### src/rtl/ramp_line_scanner_pkg.sv
// Shared types and default sizing for the ramp line scanner and its compare stage.
// Contents: scan FSM state enum, default WIDTH / DEPTH / SEL_W.
// Imported by the interface, the compare stage and the top.
package ramp_scan_pkg;

  typedef enum logic [1:0] {
    IDLE  = 2'd0,
    SCAN  = 2'd1,
    DRAIN = 2'd2,
    DONE  = 2'd3
  } scan_state_t;

  localparam int DEF_WIDTH = 8;
  localparam int DEF_DEPTH = 3;
  localparam int DEF_SEL_W = 2;

endpackage

### src/rtl/ramp_line_scanner_if.sv
// Control, array-read and result signals between the ramp line scanner and its environment.
// master : scanner side (drives sel and results, receives start/base_in/cont/line).
// slave  : environment side (drives start/base_in/cont and the array read data line).
interface ramp_line_scanner_if
  import ramp_scan_pkg::*;
#(
  parameter int WIDTH = DEF_WIDTH,
  parameter int SEL_W = DEF_SEL_W
);

  logic             start;
  logic [WIDTH-1:0] base_in;
  logic             cont;
  logic [SEL_W-1:0] sel;
  logic [WIDTH-1:0] line;
  logic             busy;
  logic             done;
  logic             pass;
  logic [SEL_W-1:0] err_idx;
  logic [WIDTH-1:0] err_data;

  modport master (
    input  start, base_in, cont, line,
    output sel, busy, done, pass, err_idx, err_data
  );

  modport slave (
    output start, base_in, cont, line,
    input  sel, busy, done, pass, err_idx, err_data
  );

endinterface

### src/rtl/ramp_line_scanner_cmp.sv
// One registered compare stage: checks a line against base + idx (mod 2^WIDTH).
// Ports: clk, rst; vld/idx/line/base in; res_vld/miss/res_idx/res_data out, one cycle later.
// miss is only ever set alongside res_vld; res_idx/res_data hold the last valid entry.
module ramp_cmp_stage
  import ramp_scan_pkg::*;
#(
  parameter int WIDTH = DEF_WIDTH,
  parameter int SEL_W = DEF_SEL_W
) (
  input  logic             clk,
  input  logic             rst,
  input  logic             vld,
  input  logic [SEL_W-1:0] idx,
  input  logic [WIDTH-1:0] line,
  input  logic [WIDTH-1:0] base,
  output logic             res_vld,
  output logic             miss,
  output logic [SEL_W-1:0] res_idx,
  output logic [WIDTH-1:0] res_data
);

  // Ramp arithmetic wraps naturally by truncating to WIDTH.
  logic [WIDTH-1:0] expected;
  assign expected = base + WIDTH'(idx);

  always_ff @(posedge clk) begin
    if (rst) begin
      res_vld  <= 1'b0;
      miss     <= 1'b0;
      res_idx  <= '0;
      res_data <= '0;
    end else begin
      res_vld <= vld;
      miss    <= vld && (line != expected);
      if (vld) begin
        res_idx  <= idx;
        res_data <= line;
      end
    end
  end

endmodule

### src/rtl/ramp_line_scanner.sv
// Read-side self-check engine for a registered ramp line array (entry i = base + i).
// Ports: clk, rst (sync, active-high), bus (ramp_line_scanner_if.master): start/base_in/cont
//   in, sel out to the array, line back from it, busy/done/pass/err_idx/err_data results.
// Option macro RAMP_SCAN_CONT_EN: cont=1 in the done cycle restarts a scan with the same base.
module ramp_line_scanner
  import ramp_scan_pkg::*;
#(
  parameter int WIDTH = DEF_WIDTH,
  parameter int DEPTH = DEF_DEPTH,
  parameter int SEL_W = DEF_SEL_W
) (
  input logic                clk,
  input logic                rst,
  ramp_line_scanner_if.master bus
);

  generate
    if (DEPTH < 1 || DEPTH > (1 << SEL_W)) begin : g_bad_depth
      $error("ramp_line_scanner: DEPTH must be in 1..2**SEL_W");
    end
  endgenerate

  localparam logic [SEL_W-1:0] LAST = SEL_W'(DEPTH - 1);

  scan_state_t      state;
  logic [SEL_W-1:0] sel_q;
  logic             busy_q;
  logic             done_q;
  logic [WIDTH-1:0] base_q;

  // Issue pipe: tags the index whose data arrives on line this cycle.
  logic             iss_vld;
  logic [SEL_W-1:0] iss_idx;

  // Compare stage outputs.
  logic             res_vld;
  logic             miss;
  logic [SEL_W-1:0] res_idx;
  logic [WIDTH-1:0] res_data;

  // Result latch.
  logic             err_seen_q;
  logic [SEL_W-1:0] err_idx_q;
  logic [WIDTH-1:0] err_data_q;
  logic             pass_q;

  logic restart;
  logic clear;
  logic new_miss;
  logic err_seen;

`ifdef RAMP_SCAN_CONT_EN
  assign restart = bus.cont;
`else
  logic unused_cont;
  assign unused_cont = bus.cont;
  assign restart     = 1'b0;
`endif

  // Results are wiped on an accepted start or on a continuous-mode restart.
  assign clear = ((state == IDLE) && bus.start) || ((state == DONE) && restart);

  always_ff @(posedge clk) begin
    if (rst) begin
      state   <= IDLE;
      sel_q   <= '0;
      busy_q  <= 1'b0;
      done_q  <= 1'b0;
      base_q  <= '0;
      iss_vld <= 1'b0;
      iss_idx <= '0;
    end else begin
      iss_vld <= (state == SCAN);
      iss_idx <= sel_q;
      done_q  <= 1'b0;
      case (state)
        IDLE: begin
          if (bus.start) begin
            state  <= SCAN;
            sel_q  <= '0;
            busy_q <= 1'b1;
            base_q <= bus.base_in;
          end
        end
        SCAN: begin
          // sel stops at LAST, so entries beyond DEPTH-1 are never addressed.
          if (sel_q == LAST) begin
            state <= DRAIN;
            sel_q <= '0;
          end else begin
            sel_q <= sel_q + SEL_W'(1);
          end
        end
        DRAIN: begin
          // Last index's data is on line now; its compare registers this edge.
          if (iss_vld && (iss_idx == LAST)) begin
            state  <= DONE;
            busy_q <= 1'b0;
            done_q <= 1'b1;
          end
        end
        DONE: begin
          if (restart) begin
            state  <= SCAN;
            sel_q  <= '0;
            busy_q <= 1'b1;
          end else begin
            state <= IDLE;
          end
        end
        default: state <= IDLE;
      endcase
    end
  end

  ramp_cmp_stage #(
    .WIDTH (WIDTH),
    .SEL_W (SEL_W)
  ) u_cmp (
    .clk      (clk),
    .rst      (rst),
    .vld      (iss_vld),
    .idx      (iss_idx),
    .line     (bus.line),
    .base     (base_q),
    .res_vld  (res_vld),
    .miss     (miss),
    .res_idx  (res_idx),
    .res_data (res_data)
  );

  // The final compare lands in the done cycle itself, so the visible results
  // merge the latch with the stage output; the latch absorbs it on that edge.
  assign new_miss = res_vld && miss && !err_seen_q;
  assign err_seen = err_seen_q || (res_vld && miss);

  always_ff @(posedge clk) begin
    if (rst) begin
      err_seen_q <= 1'b0;
      err_idx_q  <= '0;
      err_data_q <= '0;
      pass_q     <= 1'b0;
    end else if (clear) begin
      err_seen_q <= 1'b0;
      err_idx_q  <= '0;
      err_data_q <= '0;
      pass_q     <= 1'b0;
    end else begin
      if (new_miss) begin
        err_seen_q <= 1'b1;
        err_idx_q  <= res_idx;
        err_data_q <= res_data;
      end
      if (done_q) begin
        pass_q <= !err_seen;
      end
    end
  end

  assign bus.sel      = sel_q;
  assign bus.busy     = busy_q;
  assign bus.done     = done_q;
  assign bus.pass     = done_q ? !err_seen : pass_q;
  assign bus.err_idx  = new_miss ? res_idx : err_idx_q;
  assign bus.err_data = new_miss ? res_data : err_data_q;

endmodule

### src/flat_wrapper.sv
// flat-port wrapper written by rule: the top's interface ports become plain ports
module ramp_line_scanner_flat import ramp_scan_pkg::*;
#(
  parameter int WIDTH = DEF_WIDTH,
  parameter int DEPTH = DEF_DEPTH,
  parameter int SEL_W = DEF_SEL_W
)
  (clk, rst, bus_start, bus_base_in, bus_cont, bus_line, bus_sel, bus_busy, bus_done, bus_pass, bus_err_idx, bus_err_data);
  ramp_line_scanner_if #(.WIDTH(WIDTH), .SEL_W(SEL_W)) bus_i ();
  input logic clk;
  input logic rst;
  input wire logic [$bits(bus_i.start)-1:0] bus_start;
  input wire logic [$bits(bus_i.base_in)-1:0] bus_base_in;
  input wire logic [$bits(bus_i.cont)-1:0] bus_cont;
  input wire logic [$bits(bus_i.line)-1:0] bus_line;
  output wire logic [$bits(bus_i.sel)-1:0] bus_sel;
  output wire logic [$bits(bus_i.busy)-1:0] bus_busy;
  output wire logic [$bits(bus_i.done)-1:0] bus_done;
  output wire logic [$bits(bus_i.pass)-1:0] bus_pass;
  output wire logic [$bits(bus_i.err_idx)-1:0] bus_err_idx;
  output wire logic [$bits(bus_i.err_data)-1:0] bus_err_data;
  assign bus_i.start = bus_start;
  assign bus_i.base_in = bus_base_in;
  assign bus_i.cont = bus_cont;
  assign bus_i.line = bus_line;
  assign bus_sel = bus_i.sel;
  assign bus_busy = bus_i.busy;
  assign bus_done = bus_i.done;
  assign bus_pass = bus_i.pass;
  assign bus_err_idx = bus_i.err_idx;
  assign bus_err_data = bus_i.err_data;
  ramp_line_scanner #(.WIDTH(WIDTH), .DEPTH(DEPTH), .SEL_W(SEL_W)) u_core (.clk(clk), .rst(rst), .bus(bus_i));
endmodule
### config.mk
export PLATFORM = sky130hd
export DESIGN_NAME = ramp_line_scanner_flat
export DESIGN_NICKNAME = d
export VERILOG_FILES = /design/src/rtl/ramp_line_scanner_pkg.sv /design/src/rtl/ramp_line_scanner_if.sv /design/src/rtl/ramp_line_scanner_cmp.sv /design/src/rtl/ramp_line_scanner.sv /design/src/flat_wrapper.sv
export SDC_FILE = /design/constraint.sdc
export NUM_CORES = 1
export LEC_CHECK = 0
export ABC_AREA = 1
export BUFFER_PORTS_ARGS = -buffer_cell sky130_fd_sc_hd__clkbuf_2
export CAP_MARGIN = 20
export CORE_UTILIZATION = 50
export CTS_BUF_LIST = sky130_fd_sc_hd__clkbuf_16
export CTS_CLUSTER_DIAMETER = 60
export DETAILED_ROUTE_END_ITERATION = 6
export GPL_TIMING_DRIVEN = 0
export MAX_ROUTING_LAYER = met4
export PLACE_DENSITY_LB_ADDON = 0.25
export SYNTH_ARGS = -nofsm -noshare
export SYNTH_HDL_FRONTEND = slang
export SYNTH_SLANG_ARGS = --single-unit
### constraint.sdc
create_clock -name clk -period 1.9 [get_ports clk]
set_clock_uncertainty 0.2 [all_clocks]
set_input_delay 0.095 -clock clk [delete_from_list [all_inputs] [get_ports clk]]
set_output_delay 0.095 -clock clk [all_outputs]
set_load 0.02 [all_outputs]
==> results of run 1 <==
==> critical path: cells and delay by family, from the launching register on <==
| family | cells | cell delay [ps] |
|---|---|---|
| AND/OR/NAND/NOR | 5 | 340 |
| buffers and inverters | 1 | 40 |
| flip-flops | 1 | 310 |
| AO/OA/AOI/OAI | 1 | 70 |
| adder cells (fa/ha/maj) | 2 | 730 |
==> synthesized netlist by cell type <==
| library cell | n | share of area, % |
|---|---|---|
| o21ai_0 | 31 | 8.1 |
| fa_1 | 1 | 1.0 |
| clkbuf_1 | 1 | 0.19 |
| buf_2 | 6 | 1.6 |
| nand3_1 | 13 | 3.4 |
| nor3_1 | 3 | 0.78 |
| nand2_2 | 3 | 0.98 |
| ha_1 | 5 | 3.3 |
| dfxtp_1 | 41 | 43 |
| a21oi_2 | 1 | 0.46 |
| nand2_1 | 70 | 14 |
| a211oi_1 | 1 | 0.39 |
| o21ai_1 | 1 | 0.26 |
| inv_1 | 57 | 11 |
| o211ai_1 | 1 | 0.39 |
| buf_6 | 2 | 1.2 |
| nor2_1 | 24 | 4.7 |
| a21oi_1 | 23 | 6.0 |
==> through the flow <==
stage / power [µW] / util [%] / cells / worst slack (ps)
after floorplan: 1669 / - / 284 / 177.2
after global placement: 1835 / 58.14 / 364 / 85.77
after detailed placement: 1853 / 58.14 / 364 / 89.40
after CTS: 2844 / 67.27 / 389 / 78.33
after global routing: 3017 / 67.40 / 389 / -14.90
final: 2827 / 67.40 / 389 / 103.5
==> layout make-up <==
| cell class | instances | area [µm²] | area share, % |
|---|---|---|---|
| buffer | 9 | 56.30 | 2.265 |
| clock buffer | 5 | 125.1 | 5.033 |
| clock inverter | 3 | 41.29 | 1.661 |
| inverter | 57 | 214.0 | 8.606 |
| multi-input combinational | 177 | 838.3 | 33.72 |
| sequential | 41 | 820.8 | 33.01 |
| tap | 48 | 60.06 | 2.416 |
| timing repair buffer | 49 | 330.3 | 13.29 |
==> cell families (layout without fill, tap and decap cells) <==
family	Yosys count	after routing	synth area share, %
AND/OR/NAND/NOR	113	113	23.47
AO/OA/AOI/OAI	58	58	15.54
adder cells (fa/ha/maj)	6	6	4.291
buffers and inverters	66	123	14.04
flip-flops	41	41	42.65
==> cells in the final DEF (no fill, tap or decap), drive strengths merged, types with 5 or more instances in the layout <==
cell type / netlist / routed
dlygate4sd3: 0 / 17
dfxtp: 41 / 41
clkbuf: 1 / 38
ha: 5 / 5
a21oi: 24 / 24
buf: 8 / 8
nand3: 13 / 13
inv: 57 / 57
nand2: 73 / 73
nor2: 24 / 24
o21ai: 32 / 32
==> timing repair <==
item,4_1_cts,5_1_grt
resized for setup,0,4
hold buffers,17,0
endpoints found under the setup margin,0,3
hold endpoints to repair,26,0
==> metal layers <==
layer	vias to the layer above	GRT usage, %
met5	-	-
met4	0	10.51
met3	7	6.429
met2	29	34.04
met1	800	27.39
li1	990	-
==> path summary, 6_finish.rpt <==
| kind | cells past startpoint | end |
|---|---|---|
| hold reg to reg | 2 | u_core.bus.busy |
| setup reg to reg | 9 | u_core.u_cmp.miss |
| hold / removal | 4 | u_core.err_seen_q |
| setup / recovery | 9 | u_core.u_cmp.miss |
==> where the power goes <==
part	switching (µW)	internal [µW]	leakage (µW)
Combinational	472	285	0.000904
Sequential	111	1010	0.000334
Clock	333	614	0.0000775
Total	916	1910	0.00132
==> flip-flops by register name (all words and copies together), names as in the netlist <==
name	flops
u_core.base_q	8
u_core.bus.busy	1
u_core.bus.done	1
u_core.bus.sel	2
u_core.err_data_q	8
u_core.err_idx_q	2
u_core.err_seen_q	1
u_core.iss_idx	2
u_core.iss_vld	1
u_core.pass_q	1
u_core.state	2
u_core.u_cmp.miss	1
u_core.u_cmp.res_data	8
u_core.u_cmp.res_idx	2
u_core.u_cmp.res_vld	1
==> metrics, run 1 <==
DRT iter0 DRCs 87; Seq/Total Area, Yosys a little over two fifths; initial antenna violation count 0; Fillers about 370; Post CTS Setup Buffer Count 0; CTS H-tree lvls 2; routability cong. between 0.7 and 0.8; Placed Area 2145 µm²; fin area 2486 µm²; final setup TNS 0 ps; synthesized net count 310; top layer in use met4; r2r startpoint u_core.iss_idx[0]; Synth Instances 284; IO Port Bufs 32; met2 routed WL around 1800 µm; drt pass-1 iters 4; Detailed Place HPWL 2722 µm; Hold Fails Final Rpt 0; PD cells 1137 nW/µm²; ratio of cells with drive above 1 in the final layout between 10% and 20%; reg2reg setup slack 100 ps; largest net degree at the start of global routing 14; DRC Markers 0; wl on met1 1934 µm; worst ir drop on vdd between 800 and 900 µV; minimum clock period after layout ~1800 ps; Starting Density 52.17%; ANT nets after route 0; latest clock arrival within the worst-skew pair between 200 and 300 ps; status finished clean; worst rel slew slack 75.54%; die height approximately 64 µm; RSZ-0062 raised after global routing yes; gr ovfl total 0; Worst-Margin Slew 366.9 ps; post-synthesis instance area 1924 µm²; Worst EP required about 1900 ps; vias per std cell 4.694; final setup fails 0; via count 1,826; Avg WL per Cell ~10 µm; CP max-delay cell fa_2; clock-pin slew on the worst setup and hold paths ~60 ps; clk buf depth 2; Critical Path Fanout Max 3; Min-Delay Path Class input port to flip-flop; row cnt 22; Final Max Tran Viols 0; clk root buf clkbuf_16; max-cap viol count 0; WL final a little under 4000 µm; top-level port count 35; critical path class flip-flop to flip-flop; Total GRT Usage 22.44%; Worst Hold Launch bus_start; final net count 366; CP cell instances ha_2 -> fa_2 -> inv_1 -> nand2_1 -> nand2_1 -> nor2_1 -> nand3_1 -> nor2_1 -> a21oi_1; Critical Path AT 1770 ps; vias in the first global route 1,627; first-pass GRT wire length 6831 µm; CP startpoint u_core.iss_idx[0]; cts bufs inserted 5; Hold Slack 29.23 ps; clock tree sinks 41; synth warn 0; library cells used by synthesis 18; post-synthesis register bit count 41; leakage ~0.0013 µW; fmax 0.5566 GHz; total die area 4100 µm²; TritonCTS clock tree done; Ant. Diodes 0; crit end category flip-flop; critical path's largest stage delay 530 ps; Startpoint Class flip-flop; Die Wd 64.04 µm; routed wl met3 148 µm; core area between 3000 and 4000 µm²; Mean Syn Cell Area between 6 and 7 µm²; Area Growth Syn to Fin 29.19%; Period Utilization, post-route a little over nine tenths
Note: power is estimated with default switching activity, not from simulation.
==> inputs of run 2 (changes only) <==
--- a/config.mk
+++ b/config.mk
@@ -8,6 +8,7 @@
 export ABC_AREA = 1
 export BUFFER_PORTS_ARGS = -buffer_cell sky130_fd_sc_hd__clkbuf_2
 export CAP_MARGIN = 20
+export CORE_ASPECT_RATIO = 1.75
 export CORE_UTILIZATION = 50
 export CTS_BUF_LIST = sky130_fd_sc_hd__clkbuf_16
 export CTS_CLUSTER_DIAMETER = 60
==> constraint.sdc (replaced) <==
create_clock -name clk -period 2 [get_ports clk]
set_clock_uncertainty 0.2 [all_clocks]
set_input_delay 0.1 -clock clk [delete_from_list [all_inputs] [get_ports clk]]
set_output_delay 0.1 -clock clk [all_outputs]
set_load 0.02 [all_outputs]
==> metrics, run 2 (synthesis results as in run 1) <==
latest clock arrival within the worst-skew pair 280 ps (about the same); routability cong. 0.8698 (was 0.7717); Worst-Margin Slew 401.4 ps (was 366.9 ps); final setup TNS 0 ps (unchanged); die height 84.07 µm (was 64.04 µm); critical path's largest stage delay 510 ps (was 530 ps); Hold Slack 32.14 ps (was 29.23 ps); minimum clock period after layout 1856 ps (was 1797 ps); clock share of power 29.2% (was 33.5%); gr ovfl total 0 (unchanged); wl on met1 1626 µm (was 1934 µm); DRT iter0 DRCs 24 (was 87); WL final 3930 µm (was 3912 µm); sw power 828.4 µW (was 916.1 µW); worst ir drop on vdd 1025 µV (was 844.5 µV); Detailed Place HPWL 2925 µm (was 2722 µm); Total GRT Usage 23.14% (was 22.44%); critical path class flip-flop to flip-flop (unchanged); core area 3665 µm² (was 3689 µm²); Period Utilization, post-route 92.78% (was 94.55%); sw frac 33.12% (was 32.40%); internal power 1673 µW (was 1911 µW); Largest regs u_core.base_q x8, u_core.err_data_q x8, u_core.u_cmp.res_data x8 (unchanged); RSZ-0062 raised after global routing no (was yes); final net count 366 (unchanged); top layer in use met4 (unchanged); Logic pwr share 28.4% (was 26.8%); IO Port Bufs 32 (unchanged); CP cell instances ha_1 -> fa_1 -> inv_1 -> nand2_1 -> nand2_1 -> nor2_1 -> nand3_1 -> nor2_1 -> a21oi_1 (was ha_2 -> fa_2 -> inv_1 -> nand2_1 -> nand2_1 -> nor2_1 -> nand3_1 -> nor2_1 -> a21oi_1); final setup fails 0 (unchanged); leakage 0.001309 µW (was 0.001316 µW); ratio of cells with drive above 1 in the final layout 14.75% (was 15.54%); row cnt 29 (was 22); initial antenna violation count 0 (unchanged); Starting Density 52.51% (was 52.17%); total die area 4111 µm² (was 4100 µm²); Ant. Diodes 0 (unchanged); drt pass-1 iters 4 (unchanged); DRC Markers 0 (unchanged); status finished clean (unchanged); CP max-delay cell fa_1 (was fa_2); CTS H-tree lvls 2 (unchanged); cts bufs inserted 5 (unchanged); clock tree sinks 41 (unchanged); worst rel slew slack 73.24% (was 75.54%); Startpoint Class flip-flop (unchanged); Min-Delay Path Class input port to flip-flop (unchanged); Critical Path AT 1820 ps (was 1770 ps); Final Max Tran Viols 0 (unchanged); sequential power share 42.4% (was 39.7%); Critical Path Fanout Max 3 (unchanged); Post CTS Setup Buffer Count 0 (unchanged); ANT nets after route 0 (unchanged); clk buf depth 2 (unchanged); most frequent cells in the layout 70 x nand2_1, 57 x inv_1, 41 x dfxtp_1, 32 x clkbuf_2, 31 x o21ai_0 (was 70 x nand2_1, 57 x inv_1, 41 x dfxtp_1, 32 x clkbuf_2, 29 x o21ai_0); first-pass GRT wire length 7113 µm (was 6831 µm); Area Growth Syn to Fin 26.92% (was 29.19%); Worst EP required 1960 ps (was 1870 ps); clk root buf clkbuf_16 (unchanged); max-cap viol count 0 (unchanged); PD cells 1024 nW/µm² (was 1137 nW/µm²); largest net degree at the start of global routing 12 (was 14); Hold Fails Final Rpt 0 (unchanged); fmax 0.5389 GHz (was 0.5566 GHz); Die Wd 48.90 µm (was 64.04 µm); met2 routed WL 2078 µm (was 1751 µm); top-level port count 35 (unchanged); Avg WL per Cell 10.21 µm (was 10.06 µm); most common cell after layout, fill and taps aside nand2_1 (unchanged); clock-pin slew on the worst setup and hold paths 50 ps (was 60 ps); routed wl met3 142 µm (was 148 µm); crit end category flip-flop (unchanged); vias per std cell 4.764 (was 4.694); vias in the first global route 1,723 (was 1,627); via count 1,834 (was 1,826); TritonCTS clock tree done (unchanged)
run 2: changes by cell type in the layout (fill, tap and decap cells not counted), sizes merged:
cell,delta
bufinv,-1
clkinvlp,-1
run 2: critical path: cells and delay by family, from the launching register on:
family	cells	cell delay (ps)
AO/OA/AOI/OAI	1	70
buffers and inverters	1	40
flip-flops	1	310
adder cells (fa/ha/maj)	2	750
AND/OR/NAND/NOR	5	380
run 2: per-layer routing:
| metal | track usage, % | up-vias |
|---|---|---|
| met4 | 12.30 | 0 |
| met5 | - | - |
| met1 | 23.12 | 796 |
| met2 | 41.67 | 44 |
| li1 | - | 988 |
| met3 | 3.825 | 6 |
run 2: power groups by stage:
stage	logic (µW)	clock network, µW	registers, µW
after CTS	712	748	1060
after detailed placement	681	0	1080
after global placement	665	0	1080
after floorplan	498	0	1090
final	710	730	1060
after global routing	825	781	1080
run 2: final timing paths:
path / start / cells past startpoint / slack, ps / to
max: u_core.iss_idx[0] / 9 / 140 / u_core.u_cmp.miss
min: bus_start / 4 / 30 / u_core.state[0]
max reg2reg: u_core.iss_idx[0] / 9 / 140 / u_core.u_cmp.miss
min reg2reg: u_core.bus.busy / 2 / 260 / u_core.bus.busy
run 2: area by class of cell:
cell class | instances | area [µm²]
Inverter | 57 | 214.0
Clock inverter | 1 | 5.005
Timing Repair Buffer | 49 | 330.3
Buffer | 9 | 56.30
Multi-Input combinational cell | 177 | 833.3
Fill cell | 331 | 1222
Clock buffer | 5 | 125.1
Tap cell | 46 | 57.56
Sequential cell | 41 | 820.8
run 2: what timing repair did:
item | 4_1_cts | 5_1_grt
resized for setup | 0 | 0
hold buffers | 17 | 0
hold endpoints to repair | 26 | 0
run 2: through the flow:
step | util [%] | cells | setup WS (ps) | total power [µW] | cell area, µm²
3_5_place_dp | 58.45 | 362 | 151.5 | 1761 | 2142
2_1_floorplan | - | 284 | 277.2 | 1586 | 1924
6_report | 66.64 | 385 | 144.5 | 2501 | 2442
4_1_cts | 66.64 | 385 | 131.7 | 2521 | 2442
5_1_grt | 66.64 | 385 | 26.33 | 2689 | 2442
3_3_place_gp | 58.45 | 362 | 186.7 | 1740 | 2142
